===== config.mk =====
export PLATFORM = sky130hd
export DESIGN_NAME = pixel_write_arbiter_flat
export DESIGN_NICKNAME = d
export VERILOG_FILES = /design/src/rtl/pixel_write_arbiter_pkg.sv /design/src/rtl/pixel_write_arbiter_if.sv /design/src/rtl/pixel_write_arbiter_fifo.sv /design/src/rtl/pixel_write_arbiter.sv /design/src/flat_wrapper.sv
export SDC_FILE = /design/constraint.sdc
export NUM_CORES = 1
export LEC_CHECK = 0
export CAP_MARGIN = 30
export CELL_PAD_IN_SITES_DETAIL_PLACEMENT = 0
export CELL_PAD_IN_SITES_GLOBAL_PLACEMENT = 2
export CORE_MARGIN = 4
export CORE_UTILIZATION = 51
export CTS_BUF_LIST = sky130_fd_sc_hd__clkbuf_8 sky130_fd_sc_hd__clkbuf_16
export DETAILED_ROUTE_END_ITERATION = 16
export GPL_TIMING_DRIVEN = 0
export MAX_ROUTING_LAYER = met4
export PLACE_DENSITY = 0.9
export SLEW_MARGIN = 5
export SYNTH_ARGS = -nofsm -noshare
export SYNTH_HDL_FRONTEND = slang
export SYNTH_HIERARCHICAL = 1
export SYNTH_SLANG_ARGS = --single-unit

===== constraint.sdc =====
create_clock -name clk -period 8.6 [get_ports clk]
set_input_delay 2.15 -clock clk [delete_from_list [all_inputs] [get_ports clk]]
set_output_delay 2.15 -clock clk [all_outputs]
set_load 0.005 [all_outputs]

===== src/rtl/pixel_write_arbiter_pkg.sv =====
// Shared widths, screen limits and the packed pixel entry used by the
// pixel write arbiter and its per-client FIFOs.
package pixel_write_arbiter_pkg;

  localparam int SCREEN_W = 160;
  localparam int SCREEN_H = 120;
  localparam int X_W      = 8;
  localparam int Y_W      = 7;
  localparam int COLOUR_W = 3;
  localparam int PIX_W    = X_W + Y_W + COLOUR_W;

  typedef struct packed {
    logic [X_W-1:0]      x;
    logic [Y_W-1:0]      y;
    logic [COLOUR_W-1:0] colour;
  } pixel_t;

  function automatic logic on_screen(input logic [X_W-1:0] x, input logic [Y_W-1:0] y);
    return (int'(x) < SCREEN_W) && (int'(y) < SCREEN_H);
  endfunction

endpackage


===== src/rtl/pixel_write_arbiter_if.sv =====
// Drawer-side pixel write bus plus the vga_adapter plot port of the arbiter.
// master = drawers / vga consumer side, slave = the arbiter itself.
interface pixel_write_arbiter_if #(
  parameter int NUM_CLIENTS = 3
);
  import pixel_write_arbiter_pkg::*;

  logic [X_W*NUM_CLIENTS-1:0]      x_in;
  logic [Y_W*NUM_CLIENTS-1:0]      y_in;
  logic [COLOUR_W*NUM_CLIENTS-1:0] colour_in;
  logic [NUM_CLIENTS-1:0]          write_in;
  logic [X_W-1:0]                  vga_x;
  logic [Y_W-1:0]                  vga_y;
  logic [COLOUR_W-1:0]             vga_colour;
  logic                            vga_plot;
  logic [NUM_CLIENTS-1:0]          overflow;
  logic                            busy;

  modport master (
    output x_in, y_in, colour_in, write_in,
    input  vga_x, vga_y, vga_colour, vga_plot, overflow, busy
  );

  modport slave (
    input  x_in, y_in, colour_in, write_in,
    output vga_x, vga_y, vga_colour, vga_plot, overflow, busy
  );

endinterface


===== src/rtl/pixel_write_arbiter_fifo.sv =====
// pixel_fifo: single-clock FIFO of packed pixel entries. Only pointers and
// count are reset; storage is left uninitialised.
module pixel_fifo
  import pixel_write_arbiter_pkg::*;
#(
  parameter int DEPTH = 8,
  parameter int PTR_W = 3
) (
  input  logic             clk,
  input  logic             resetn,
  input  logic             push,
  input  logic             pop,
  input  logic [PIX_W-1:0] din,
  output logic [PIX_W-1:0] dout,
  output logic             full,
  output logic             empty
);

  localparam logic [PTR_W:0] FULL_COUNT = DEPTH[PTR_W:0];

  logic [PIX_W-1:0] mem_q [DEPTH];
  logic [PTR_W-1:0] rd_ptr_q, rd_ptr_d;
  logic [PTR_W-1:0] wr_ptr_q, wr_ptr_d;
  logic [PTR_W:0]   count_q, count_d;
  logic             push_ok, pop_ok;

  assign full    = (count_q == FULL_COUNT);
  assign empty   = (count_q == '0);
  assign pop_ok  = pop && !empty;
  // A full FIFO can still take a write when the head leaves at the same edge.
  assign push_ok = push && (!full || pop_ok);
  assign dout    = mem_q[rd_ptr_q];

  always_comb begin
    rd_ptr_d = rd_ptr_q;
    wr_ptr_d = wr_ptr_q;
    count_d  = count_q;
    if (push_ok) wr_ptr_d = wr_ptr_q + 1'b1;
    if (pop_ok)  rd_ptr_d = rd_ptr_q + 1'b1;
    case ({push_ok, pop_ok})
      2'b10:   count_d = count_q + 1'b1;
      2'b01:   count_d = count_q - 1'b1;
      default: count_d = count_q;
    endcase
  end

  always_ff @(posedge clk or negedge resetn) begin
    if (!resetn) begin
      rd_ptr_q <= '0;
      wr_ptr_q <= '0;
      count_q  <= '0;
    end else begin
      rd_ptr_q <= rd_ptr_d;
      wr_ptr_q <= wr_ptr_d;
      count_q  <= count_d;
    end
  end

  always_ff @(posedge clk) begin
    if (push_ok) mem_q[wr_ptr_q] <= din;
  end

endmodule


===== src/rtl/pixel_write_arbiter.sv =====
// Buffers fire-and-forget pixel writes per drawer and plots them round-robin,
// one per cycle. Define PIXEL_CLIP_EN to discard off-screen writes at input.
module pixel_write_arbiter
  import pixel_write_arbiter_pkg::*;
#(
  parameter int NUM_CLIENTS = 3,
  parameter int FIFO_DEPTH  = 8,
  parameter int PTR_W       = 3
) (
  input  logic                 clk,
  input  logic                 resetn,
  pixel_write_arbiter_if.slave bus
);

  localparam int GNT_W = (NUM_CLIENTS > 1) ? $clog2(NUM_CLIENTS) : 1;

  logic [NUM_CLIENTS-1:0] fifo_push, fifo_pop, fifo_full, fifo_empty, in_range;
  pixel_t                 fifo_din  [NUM_CLIENTS];
  pixel_t                 fifo_dout [NUM_CLIENTS];

  logic [GNT_W-1:0]       last_grant_q, last_grant_d;
  logic [GNT_W-1:0]       search_idx;
  logic                   grant_valid;
  pixel_t                 grant_pix;

  pixel_t                 vga_pix_q, vga_pix_d;
  logic                   vga_plot_q, vga_plot_d;
  logic [NUM_CLIENTS-1:0] overflow_q, overflow_d;

  for (genvar i = 0; i < NUM_CLIENTS; i++) begin : g_client
    assign fifo_din[i] = {bus.x_in[X_W*i +: X_W], bus.y_in[Y_W*i +: Y_W],
                          bus.colour_in[COLOUR_W*i +: COLOUR_W]};
`ifdef PIXEL_CLIP_EN
    assign in_range[i] = on_screen(fifo_din[i].x, fifo_din[i].y);
`else
    assign in_range[i] = 1'b1;
`endif
    assign fifo_push[i] = bus.write_in[i] && in_range[i] && (!fifo_full[i] || fifo_pop[i]);

    pixel_fifo #(
      .DEPTH (FIFO_DEPTH),
      .PTR_W (PTR_W)
    ) u_fifo (
      .clk    (clk),
      .resetn (resetn),
      .push   (fifo_push[i]),
      .pop    (fifo_pop[i]),
      .din    (fifo_din[i]),
      .dout   (fifo_dout[i]),
      .full   (fifo_full[i]),
      .empty  (fifo_empty[i])
    );
  end

  // Search starts one past the last granted client; first non-empty wins.
  always_comb begin
    grant_valid  = 1'b0;
    grant_pix    = '0;
    fifo_pop     = '0;
    search_idx   = '0;
    last_grant_d = last_grant_q;
    for (int k = 1; k <= NUM_CLIENTS; k++) begin
      search_idx = GNT_W'((int'(last_grant_q) + k) % NUM_CLIENTS);
      if (!grant_valid && !fifo_empty[search_idx]) begin
        grant_valid          = 1'b1;
        grant_pix            = fifo_dout[search_idx];
        fifo_pop[search_idx] = 1'b1;
        last_grant_d         = search_idx;
      end
    end
  end

  always_comb begin
    vga_pix_d  = vga_pix_q;
    vga_plot_d = grant_valid;
    if (grant_valid) vga_pix_d = grant_pix;
    overflow_d = overflow_q | (bus.write_in & in_range & fifo_full & ~fifo_pop);
  end

  always_ff @(posedge clk or negedge resetn) begin
    if (!resetn) begin
      last_grant_q <= GNT_W'(NUM_CLIENTS - 1);
      vga_pix_q    <= '0;
      vga_plot_q   <= 1'b0;
      overflow_q   <= '0;
    end else begin
      last_grant_q <= last_grant_d;
      vga_pix_q    <= vga_pix_d;
      vga_plot_q   <= vga_plot_d;
      overflow_q   <= overflow_d;
    end
  end

  assign bus.vga_x      = vga_pix_q.x;
  assign bus.vga_y      = vga_pix_q.y;
  assign bus.vga_colour = vga_pix_q.colour;
  assign bus.vga_plot   = vga_plot_q;
  assign bus.overflow   = overflow_q;
  assign bus.busy       = (|(~fifo_empty)) || vga_plot_q;

endmodule


===== src/flat_wrapper.sv =====
// flat-port wrapper written by rule: the top's interface ports become plain ports
module pixel_write_arbiter_flat import pixel_write_arbiter_pkg::*;
#(
  parameter int NUM_CLIENTS = 3,
  parameter int FIFO_DEPTH  = 8,
  parameter int PTR_W       = 3
)
  (clk, resetn, bus_x_in, bus_y_in, bus_colour_in, bus_write_in, bus_vga_x, bus_vga_y, bus_vga_colour, bus_vga_plot, bus_overflow, bus_busy);
  pixel_write_arbiter_if #(.NUM_CLIENTS(NUM_CLIENTS)) bus_i ();
  input  logic clk;
  input  logic resetn;
  input wire logic [$bits(bus_i.x_in)-1:0] bus_x_in;
  input wire logic [$bits(bus_i.y_in)-1:0] bus_y_in;
  input wire logic [$bits(bus_i.colour_in)-1:0] bus_colour_in;
  input wire logic [$bits(bus_i.write_in)-1:0] bus_write_in;
  output wire logic [$bits(bus_i.vga_x)-1:0] bus_vga_x;
  output wire logic [$bits(bus_i.vga_y)-1:0] bus_vga_y;
  output wire logic [$bits(bus_i.vga_colour)-1:0] bus_vga_colour;
  output wire logic [$bits(bus_i.vga_plot)-1:0] bus_vga_plot;
  output wire logic [$bits(bus_i.overflow)-1:0] bus_overflow;
  output wire logic [$bits(bus_i.busy)-1:0] bus_busy;
  assign bus_i.x_in = bus_x_in;
  assign bus_i.y_in = bus_y_in;
  assign bus_i.colour_in = bus_colour_in;
  assign bus_i.write_in = bus_write_in;
  assign bus_vga_x = bus_i.vga_x;
  assign bus_vga_y = bus_i.vga_y;
  assign bus_vga_colour = bus_i.vga_colour;
  assign bus_vga_plot = bus_i.vga_plot;
  assign bus_overflow = bus_i.overflow;
  assign bus_busy = bus_i.busy;
  pixel_write_arbiter #(.NUM_CLIENTS(NUM_CLIENTS), .FIFO_DEPTH(FIFO_DEPTH), .PTR_W(PTR_W)) u_core (.clk(clk), .resetn(resetn), .bus(bus_i));
endmodule

## Word level (Yosys, flattened, before mapping)

Memories as Yosys holds them, arrays and structs flattened.
Cells that the tools add are included.

| operators by class | value |
|---|---|
| $add $sub $neg | 15 |
| div/mod/pow operators | 3 |
| bitwise operators | 10 |
| reductions and logical operators | 37 |
| equality and inequality tests | 10 |
| magnitude comparators | 9 |
| muxes and demuxes | 42 |

Operators with widths:

| kind | count |
|---|---|
| $mux 18 | 9 |
| $bmux 18 s2 | 3 |
| $mod 32x3->32 const B | 3 |
| $pmux 4 s2 | 3 |
| $add 3x1->3 const B | 6 |
| $mux 1 | 15 |
| $logic_and 1x1->1 | 14 |
| $add 4x1->4 const B | 3 |
| $eq 4x4->1 const B | 3 |
| $logic_not 4->1 | 3 |
| $sub 4x1->4 const B | 3 |
| $ge 3x3->1 const B | 3 |
| $logic_not 1->1 | 9 |
| $lt 2x3->1 const B | 3 |
| $mux 3 | 3 |
| $not 2->3 | 3 |
| $or 3x3->3 | 3 |
| $logic_or 1x1->1 | 7 |
| $add 2x2->3 const B | 2 |
| $and 3x3->3 | 2 |
| $bmux 1 s2 | 3 |
| $demux 1 s2 | 3 |
| $eq 2x1->1 const B | 3 |
| $eq 2x2->1 const B | 3 |
| 7 further kinds | 14 |

| word-level totals | value |
|---|---|
| bits of input ports | 59 |
| register bits | 54 |
| RAM bits | 432 |
| memories | 3 |

Memories:

| memory | depth | bits a word | read ports | clocked after memory_dff | write ports | RTL line | RTL |
|---|---|---|---|---|---|---|---|
| u_core.g_client[0].u_fifo.mem_q | 8 | 18 | 1 | 0 | 1 | pixel_write_arbiter_fifo.sv:21 | `logic [PIX_W-1:0] mem_q [DEPTH];` |
| u_core.g_client[1].u_fifo.mem_q | 8 | 18 | 1 | 0 | 1 | pixel_write_arbiter_fifo.sv:21 |  |
| u_core.g_client[2].u_fifo.mem_q | 8 | 18 | 1 | 0 | 1 | pixel_write_arbiter_fifo.sv:21 |  |

## Logic depth before layout (Yosys ltp)

Gate-level depths: netlist of the first run.

| logic depth | value |
|---|---|
| word-level depth | 16 |
| gate-level depth with buffers | 17 |
| depth with buffers taken out | 14 |

## Modules after synthesis

Netlist of the first run, hierarchy kept.

Modules (own cells, without submodules):

| module | seq. area each (um^2) | times used | cells each | area an instance (um^2) |
|---|---|---|---|---|
| pixel_fifo (u_core.g_client[1].u_fifo ...) | 4574.4 | 2 | 274 | 6173.4 |
| pixel_fifo (u_core.g_client[0].u_fifo) | 4574.4 | 1 | 277 | 6198.4 |
| pixel_write_arbiter | 601.8 | 1 | 289 | 2692.6 |

## Worst setup path before layout of the first run

No wires, ideal clock.

| timing path | value |
|---|---|
| kind | in2reg |
| start point | input port bus_write_in[0] |
| end point | memory u_core/g_client[0].u_fifo/mem_q[0][0] (netlist name), enable pin |
| required time | 8.161 ns |
| arrival time | 4.385 ns |
| path slack | 3.776 ns |
| setup time | 0.439 ns |
| stages on the path | 5 |
| cell sequence | inv_1 > a31oi_1 > buf_2 > o21ai_2 > nor4_1 |

| on the way | value |
|---|---|
| longest elaborated chain between the ends | 4 |

RTL lines:

| element | RTL line | RTL |
|---|---|---|
| start: declaration | flat_wrapper.sv:15 | `input wire logic [$bits(bus_i.write_in)-1:0] bus_write_in;` |
| $logic_and 1x1->1 | pixel_write_arbiter.sv:38 | `assign fifo_push[i] = bus.write_in[i] && in_range[i] && (!fifo_full[i] \|\| fifo_pop[i]);` |
| via u_core.fifo_push[0] | pixel_write_arbiter.sv:17 | `logic [NUM_CLIENTS-1:0] fifo_push, fifo_pop, fifo_full, fifo_empty, in_range;` |
| $logic_and 1x1->1 | pixel_write_arbiter_fifo.sv:31 | `assign push_ok = push && (!full \|\| pop_ok);` |
| $mux 1 | pixel_write_arbiter_fifo.sv:60 | `if (push_ok) mem_q[wr_ptr_q] <= din;` |
| $mux 1 (implied by the code) | pixel_write_arbiter_fifo.sv:60 |  |
| end: declaration | pixel_write_arbiter_fifo.sv:21 |  |

The timed path passes the listed nets, and every way through them passes these cells.

## Final worst setup path of the first run

| timing path | value |
|---|---|
| start point | register u_core.g_client[2].u_fifo.count_q[1] |
| end point | output port bus_busy |

| on the way | value |
|---|---|
| longest elaborated chain between the ends | 4 |

RTL lines:

| element | RTL line | RTL |
|---|---|---|
| start: declaration | pixel_write_arbiter_fifo.sv:24 | `logic [PTR_W:0] count_q, count_d;` |
| start signal: assignment | pixel_write_arbiter_fifo.sv:55 | `count_q <= count_d;` |
| $logic_not 4->1 | pixel_write_arbiter_fifo.sv:28 | `assign empty = (count_q == '0);` |
| via u_core.fifo_empty[2] | pixel_write_arbiter.sv:17 |  |
| $not 3->3 | pixel_write_arbiter.sv:99 | `assign bus.busy = (\|(~fifo_empty)) \|\| vga_plot_q;` |
| $reduce_or 3->1 | pixel_write_arbiter.sv:99 |  |
| $logic_or 1x1->1 | pixel_write_arbiter.sv:99 |  |
| end: declaration | flat_wrapper.sv:21 | `output wire logic [$bits(bus_i.busy)-1:0] bus_busy;` |

The timed path passes the listed nets, and every way through them passes these cells.

==> reports/metrics.sh, run 1 <==
STATUS='finished, final reports clean'
COMMONEST_CELLS_AFTER_ROUTING_FILL_AND_TAPS_ASIDE='sky130_fd_sc_hd__edfxtp_1, sky130_fd_sc_hd__mux2i_1, sky130_fd_sc_hd__mux4_1, sky130_fd_sc_hd__clkdlybuf4s50_1, sky130_fd_sc_hd__mux2_2'
ANTENNA_VIOLATIONS_BEFORE_REPAIR=1
CTS_MADE_BUFFERS=49
CRIT_PATH_CELL_TRACE='or3_1 > buf_6 > nor2_1 > nand4b_1 > clkdlybuf4s50_1'
PORT-BUFFER-COUNT=81
DETAILEDROUTE.FIRSTPASSITERATIONCOUNT=5
DIE_Y_MICRONS=212.1
DETAILEDPLACE.WORSTSLACK_NS=3.401
CRITPATHMAXSTAGEDELAY_NS=0.73
DRV_SLEW=0
GRT_SETUP_UNREPAIRED='no'
FINAL_CORE_UTILIZATION_PCT=60.75
GRT_PASS1_VIAS=11140
TIMING.MAX_SLEW.REL_SLACK_PCT=34.15
FINALHOLDVIOLATIONS=0
MAXCAPVIOLATIONS=0
INITIAL_UTILIZATION_PCT=51.78
SYNTHCELLS=1114
FINCLKSKEW_NS=0.01456
SYNTH_SEQUENTIAL_AREA_RATIO_PCT=67.45
TIMING.SETUP.CRITICAL_PATH_CLASS='register to output pin'
CRIT_PATH_TOP_DELAY_CELL='sky130_fd_sc_hd__nor2_1'
POST-PLACE-CELLS=1761
FINAL_MIN_PERIOD_NS=5.145
CRIT_ARRIVAL_NS=2.99
TOTAL_LEAKAGE_POWER_nW=8.857
WORST-ENDPOINT-REQUIRED_NS=6.45
ASYNCSETRESETFLOPFRACSYNTH_PCT=11.11
GLOBALROUTE.TOTALOVERFLOW=0
DIE-WIDTH_MICRONS=212.1
CTS-ROOT-TO-SINK-BUFFERS=3
DRIVE_GT1_SHARE_PCT=23.52
WORST_IR_DROP_VDD_uV=193.2
FMAXACHIEVABLE_MHz=194.4
WORST-PATH-MAX-FANOUT=8
GRT_START_MAX_NET_PINS=55
HP-CLASS='register to register'
CTS_TREE='done'
SYNTHESIS.YOSYS.WARNINGS=6
PLACEDINSTANCEAREA_SQ_MM=0.02328
WORST_PATH_DOMINANT_CELL_FAMILY='simple AND/OR/NAND/NOR gates'
CLOCK_TREE.ROOT_CELL='sky130_fd_sc_hd__clkbuf_16'
SYNTHESIS.AREA_PER_INSTANCE_SQ_UM=19.06
NUMBER_OF_SETUP_VIOLATIONS_IN_THE_FINAL_REPORT=0
CTS.SINK_COUNT=486
SETUP_SLACK_NS=3.455
ROUTED_WL_MICRONS=46640
SYNTH.CELL_AREA_SQ_MM=0.02124
SETUP_TOTAL_NEGATIVE_SLACK_NS=0
POWER.DENSITY_CELL_AREA_mW_PER_MM2=373.7
YS.FLOP_TYPE='sky130_fd_sc_hd__edfxtp_1'
DETAIL_ROUTE.ITER0.VIOLATIONS=901
WORSTSETUPENDPOINTTYPE='output pin'
CTSRESIZECOUNT=0
DRCVIOLATIONCOUNT=0
FP.COREAREA_SQ_MM=0.04102
FIN_CRIT_SH_PCT=59.82
POST_DRT_ANTENNA_NETS=0
SYNTH-EDFF-COUNT=432
CRIT_PATH_START_KIND='register'
AREA_GROWTH_PCT=17.33
POST_DRT_VIA_CELL_RATIO=5.981
NUMBER_OF_STORAGE_ELEMENTS_IN_THE_SYNTHESIS_NETLIST=486
ROUTEDWLPERCELL_MICRONS=25.14
POST-CTS-SETUP-BUFFER-COUNT=0
WORST_PIN_SLEW_NS=0.9841
PLACEMENTROWS=74
YS_TYPES=62
CLK_PIN_SLEW_WORST_PATHS_NS=0.06
CRITICAL_PATH_BUF_INV_COUNT=2
CTS_HOLD_REPAIR.BUFFERS=0
DETAILROUTE.VIA_COUNT=11100
PIN_COUNT=82
LAYOUT.CELLS.MOST_COMMON='sky130_fd_sc_hd__edfxtp_1'
POST_LAYOUT_NETS=1359
FINAL_CELL_AREA_SQ_MM=0.02492
GRT_PASS1_WL_MICRONS=70710
CLOCK_LATENCY_ON_THE_WORST_SKEW_PAIR_NS=0.58
DP.FINAL_HPWL_MICRONS=31200
SYNTH.NET_COUNT=1192
FILL_CELLS=2898
STDCELL_COUNT=1855
GLOBALPLACE.CONGESTION=0.8131
CTS_MAX_LEVEL=2
FP.DIEAREA_SQ_MM=0.04497
GLOBAL_ROUTE.USAGE.TOTAL_PCT=21.59
==> cell type report <==
| cell class | count | area [sq um] | area share (%) |
|---|---|---|---|
| Antenna cell | 1 | 2.502 | 0.01004 |
| Inverter | 21 | 78.83 | 0.3163 |
| Clock inverter | 38 | 314.1 | 1.260 |
| Timing Repair Buffer | 116 | 1297 | 5.207 |
| Tap cell | 532 | 665.6 | 2.671 |
| Sequential cell | 486 | 14330 | 57.49 |
| Buffer | 62 | 414.1 | 1.662 |
| Clock buffer | 54 | 1318 | 5.287 |
| Multi-Input combinational cell | 545 | 6504 | 26.10 |
==> power breakdown <==
group	switching, mW	internal (mW)
clock network	0.888	1.25
registers	0.201	3.05
logic	2.12	1.80
==> through the flow <==
stage	power [mW]	hold slack, ns
finish	9.311	0.4677
global route	9.800	0.5044
global placement	7.026	0.4550
CTS	9.367	0.4719
detailed placement	7.217	0.4570
floorplan	5.975	0.4602
==> state kept, by name (all words and copies together) (netlist names) <==
name	flops
u_core/bus.vga_x	8
u_core/bus.vga_plot	1
u_core/g_client.u_fifo/rd_ptr_q	9
u_core/bus.vga_colour	3
u_core/g_client.u_fifo/count_q	12
u_core/last_grant_q	2
u_core/bus.vga_y	7
u_core/g_client.u_fifo/wr_ptr_q	9
u_core/bus.overflow	3
u_core/g_client.u_fifo/mem_q	432
==> synth_stat cells (3+ instances only) <==
cell type                     n  area share (%)
sky130_fd_sc_hd__a21oi_1     25            0.59
sky130_fd_sc_hd__buf_6       18            0.95
sky130_fd_sc_hd__xor2_1       8            0.33
sky130_fd_sc_hd__a31oi_1      3           0.088
sky130_fd_sc_hd__edfxtp_1   432              61
sky130_fd_sc_hd__nor2_1      43            0.76
sky130_fd_sc_hd__o22ai_2      3            0.18
sky130_fd_sc_hd__buf_4        4            0.14
sky130_fd_sc_hd__nor3_1       9            0.21
sky130_fd_sc_hd__buf_1        3           0.053
sky130_fd_sc_hd__nand2b_1    12            0.35
sky130_fd_sc_hd__nand3b_1     3            0.11
sky130_fd_sc_hd__nand2_1     37            0.65
sky130_fd_sc_hd__o2bb2ai_1   36             1.5
sky130_fd_sc_hd__a211o_1      3            0.12
sky130_fd_sc_hd__nor2b_1      4            0.12
sky130_fd_sc_hd__mux2_2      65             3.4
sky130_fd_sc_hd__mux4_1      81              10
sky130_fd_sc_hd__o221ai_2    10            0.71
sky130_fd_sc_hd__buf_2       25            0.59
sky130_fd_sc_hd__xnor2_1     13            0.54
sky130_fd_sc_hd__fa_1         3            0.28
sky130_fd_sc_hd__ha_1        16            0.94
sky130_fd_sc_hd__nand3_1      6            0.14
sky130_fd_sc_hd__mux2i_1     81             3.8
sky130_fd_sc_hd__or3_1        6            0.18
sky130_fd_sc_hd__o21ai_2      4            0.16
sky130_fd_sc_hd__dfrtp_1     53             6.2
sky130_fd_sc_hd__or2_2        6            0.18
sky130_fd_sc_hd__clkbuf_1    12            0.21
sky130_fd_sc_hd__inv_1       20            0.35
sky130_fd_sc_hd__mux4_2      27             2.9
sky130_fd_sc_hd__o221ai_1     8            0.33
==> path summary, 6_finish.rpt <==
check,from,endpoint,slack [ns],cells after the start
worst max-delay path,u_core/g_client[2].u_fifo/count_q[1],bus_busy,3.46,5
worst min-delay path,u_core/bus.overflow[1],u_core/bus.overflow[1],0.47,1
worst max register to register,u_core/g_client[2].u_fifo/count_q[1],u_core/g_client[2].u_fifo/count_q[3],3.69,15
worst min register to register,u_core/bus.overflow[1],u_core/bus.overflow[1],0.47,1
max in group asynchronous,resetn,u_core/g_client[2].u_fifo/wr_ptr_q[1],6.39,1
min in group asynchronous,resetn,u_core/g_client[0].u_fifo/wr_ptr_q[2],1.63,1
==> routing by layer <==
| layer | GRT usage (%) | vias up | part of all wire (%) |
|---|---|---|---|
| met3 | 3.217 | 61 | 5.0 |
| met1 | 30.41 | 5816 | 44 |
| li1 | - | 4941 | - |
| met5 | - | - | 0 |
| met4 | 5.746 | 0 | 2.1 |
| met2 | 33.66 | 277 | 48 |
==> kinds of logic after synthesis <==
| family | after synthesis | share of synthesized area (%) |
|---|---|---|
| flip-flops | 486 | 67.45 |
| multiplexers | 255 | 20.22 |
| AND/OR/NAND/NOR | 137 | 3.181 |
| AO/OA/AOI/OAI | 113 | 4.737 |
| buffers and inverters | 83 | 2.321 |
| XOR/XNOR | 21 | 0.8660 |
| adder cells (fa/ha/maj) | 19 | 1.225 |
Note: power is estimated with default switching activity, not from simulation.
==> run 2, diff against run 1 <==
CORE_UTILIZATION = 47   (was 51)
PLACE_DENSITY = 0.84   (was 0.9)
clock period = 5.3 ns   (was 8.6 ns; I/O delays follow)
==> reports/metrics.sh, run 2 (same netlist as run 1, synthesis figures left out) <==
PORT-BUFFER-COUNT=81
FIN_CRIT_SH_PCT=87.23
POST_LAYOUT_NETS=1359
GLOBAL_ROUTE.USAGE.TOTAL_PCT=20.01
FINALHOLDVIOLATIONS=0
LAYOUT.CELLS.MOST_COMMON='sky130_fd_sc_hd__edfxtp_1'
DIE_Y_MICRONS=220.6
CTS.SINK_COUNT=486
MAXCAPVIOLATIONS=0
ROUTED_WL_MICRONS=46270
CRIT_PATH_START_KIND='register'
HP-START='u_core/bus.overflow[1]'
PLACEDINSTANCEAREA_SQ_MM=0.02330
STATUS='finished, final reports clean'
INITIAL_UTILIZATION_PCT=47.82
FP.DIEAREA_SQ_MM=0.04865
CTS-ROOT-TO-SINK-BUFFERS=3
POWER.DENSITY_CELL_AREA_mW_PER_MM2=602.5
HP-CLASS='register to register'
CTSRESIZECOUNT=0
CTS_MADE_BUFFERS=50
DETAILROUTE.VIA_COUNT=10980
REGISTER_AREA_SQ_MM=0.01433
FINAL_MIN_PERIOD_NS=4.623
SETUP_TOTAL_NEGATIVE_SLACK_NS=0
WORSTHOLDPATHCELLS=1
AREA_GROWTH_PCT=17.24
DRIVE_GT1_SHARE_PCT=23.39
CRITPATHLAUNCH='u_core/g_client[2].u_fifo/count_q[1]'
MULTI_INPUT_AREA_SQ_MM=0.006504
GRT_SETUP_UNREPAIRED='no'
GLOBALROUTE.TOTALOVERFLOW=0
FILL_CELLS=3350
FMAXACHIEVABLE_MHz=216.3
DRV_SLEW=0
FINAL_CELL_AREA_SQ_MM=0.02490
POST_DRT_VIA_CELL_RATIO=5.735
PIN_COUNT=82
WORST_IR_DROP_VDD_uV=376.6
FINCLKSKEW_NS=0.01112
DIE-WIDTH_MICRONS=220.6
MIN_TO='u_core/bus.overflow[1]'
CTS_TREE='done'
TOTAL_LEAKAGE_POWER_nW=8.804
REGISTERS.TOP_BY_FF_COUNT='u_core/g_client.u_fifo/mem_q'
STDCELL_COUNT=1914
TIMING.MAX_SLEW.REL_SLACK_PCT=38.00
CTS_MAX_LEVEL=2
FINAL_CORE_UTILIZATION_PCT=56.06
GRT_START_MAX_NET_PINS=55
CLOCK_LATENCY_ON_THE_WORST_SKEW_PAIR_NS=0.58
GRT_PASS1_WL_MICRONS=70160
WORST-ENDPOINT-REQUIRED_NS=5.59
GRT_PASS1_VIAS=11160
ROUTEDWLPERCELL_MICRONS=24.18
WORSTSETUPENDPOINTTYPE='register'
GLOBALPLACE.CONGESTION=0.8060
FP.COREAREA_SQ_MM=0.04441
CRIT_ARRIVAL_NS=4.91
POST_DRT_ANTENNA_NETS=0
SETUP.REG_TO_REG.WORST_SLACK_NS=0.68
REG2REGPATHDEPTH=11
WORST-PATH-MAX-FANOUT=10
CLOCK_TREE.ROOT_CELL='sky130_fd_sc_hd__clkbuf_16'
CRIT-REG2REG-LAUNCH='u_core/g_client[2].u_fifo/count_q[1]'
DRCVIOLATIONCOUNT=0
REG.LARGEST.LIST='u_core/g_client.u_fifo/mem_q (432), u_core/g_client.u_fifo/count_q (12)'
TIMING.SETUP.CRITICAL_PATH_CLASS='register to register'
CTS_HOLD_REPAIR.BUFFERS=0
CLK_PIN_SLEW_WORST_PATHS_NS=0.06
DETAILEDROUTE.FIRSTPASSITERATIONCOUNT=5
DETAIL_ROUTE.ITER0.VIOLATIONS=845
DP.FINAL_HPWL_MICRONS=31270
POST-PLACE-CELLS=1821
POST-CTS-SETUP-BUFFER-COUNT=0
WORST_PIN_SLEW_NS=0.9217
NUMBER_OF_SETUP_VIOLATIONS_IN_THE_FINAL_REPORT=0
FLIP_FLOP_COUNT_OF_THE_LARGEST_REGISTER_ALL_COPIES_AND_WORDS_ADDED=432
COMMONEST_CELLS_AFTER_ROUTING_FILL_AND_TAPS_ASIDE='sky130_fd_sc_hd__edfxtp_1, sky130_fd_sc_hd__mux2i_1, sky130_fd_sc_hd__mux4_1, sky130_fd_sc_hd__clkdlybuf4s50_1, sky130_fd_sc_hd__mux2_2'
TIMING.RR.END='u_core/g_client[2].u_fifo/mem_q[5][8]'
ANTENNA_VIOLATIONS_BEFORE_REPAIR=1
PLACEMENTROWS=77
==> run 2: metal layers <==
metal	wire [microns]	GRT usage [%]	share of wire (%)	up-vias
met4	952	4.722	2.1	0
met2	21910	30.62	47	268
met1	20790	28.41	45	5716
met5	0	-	0	-
met3	2616	3.694	5.7	58
li1	-	-	-	4934
==> run 2: area by class of cell <==
class | instances | area share [%]
plain buffers | 62 | 1.663
diodes | 1 | 0.01005
well taps | 592 | 2.975
inverters | 21 | 0.3166
clock buffers | 53 | 5.326
flip-flops and latches | 486 | 57.53
multi-input cells | 545 | 26.12
clock inverters | 39 | 1.070
repair buffers | 115 | 4.990
==> run 2: worst max-delay path, cell delays in order, from the launching register on <==
cell and delay (ns):
sky130_fd_sc_hd__dfrtp_1 0.40, sky130_fd_sc_hd__or3_1 0.39, sky130_fd_sc_hd__buf_6 0.15, sky130_fd_sc_hd__nor2_1 0.44
sky130_fd_sc_hd__nor2b_1 0.15, sky130_fd_sc_hd__nor4_2 0.38, sky130_fd_sc_hd__a31oi_1 0.24, sky130_fd_sc_hd__a21boi_0 0.81
sky130_fd_sc_hd__o21a_4 0.32, sky130_fd_sc_hd__nand2_1 0.18, sky130_fd_sc_hd__nor2_2 0.64, sky130_fd_sc_hd__buf_8 0.24
==> run 2: how the worst max path moves through the flow <==
stage	endpoint	slack, ns
3_3_place_gp	u_core/g_client[0].u_fifo/mem_q[0][3]	-1.25
2_1_floorplan	u_core/g_client[0].u_fifo/mem_q[0][0]	0.76
3_5_place_dp	u_core/g_client[2].u_fifo/mem_q[1][12]	0.70
5_1_grt	u_core/g_client[2].u_fifo/mem_q[1][15]	0.36
4_1_cts	u_core/g_client[2].u_fifo/mem_q[1][15]	0.67
6_report	u_core/g_client[2].u_fifo/mem_q[5][8]	0.68
==> run 2: where the power goes <==
group	switching, mW	total (mW)	internal (mW)
clock	1.43	3.38	1.95
sequential	0.324	5.27	4.95
combinational	3.44	6.36	2.91
==> run 2: through the flow <==
stage	power, mW	hold WS [ns]	setup slack (ns)
floorplan	9.695	0.4602	0.7572
global placement	11.46	0.4467	-1.254
detailed placement	11.74	0.4568	0.6978
CTS	15.15	0.4750	0.6708
global route	15.87	0.4854	0.3602
finish	15.00	0.4663	0.6769
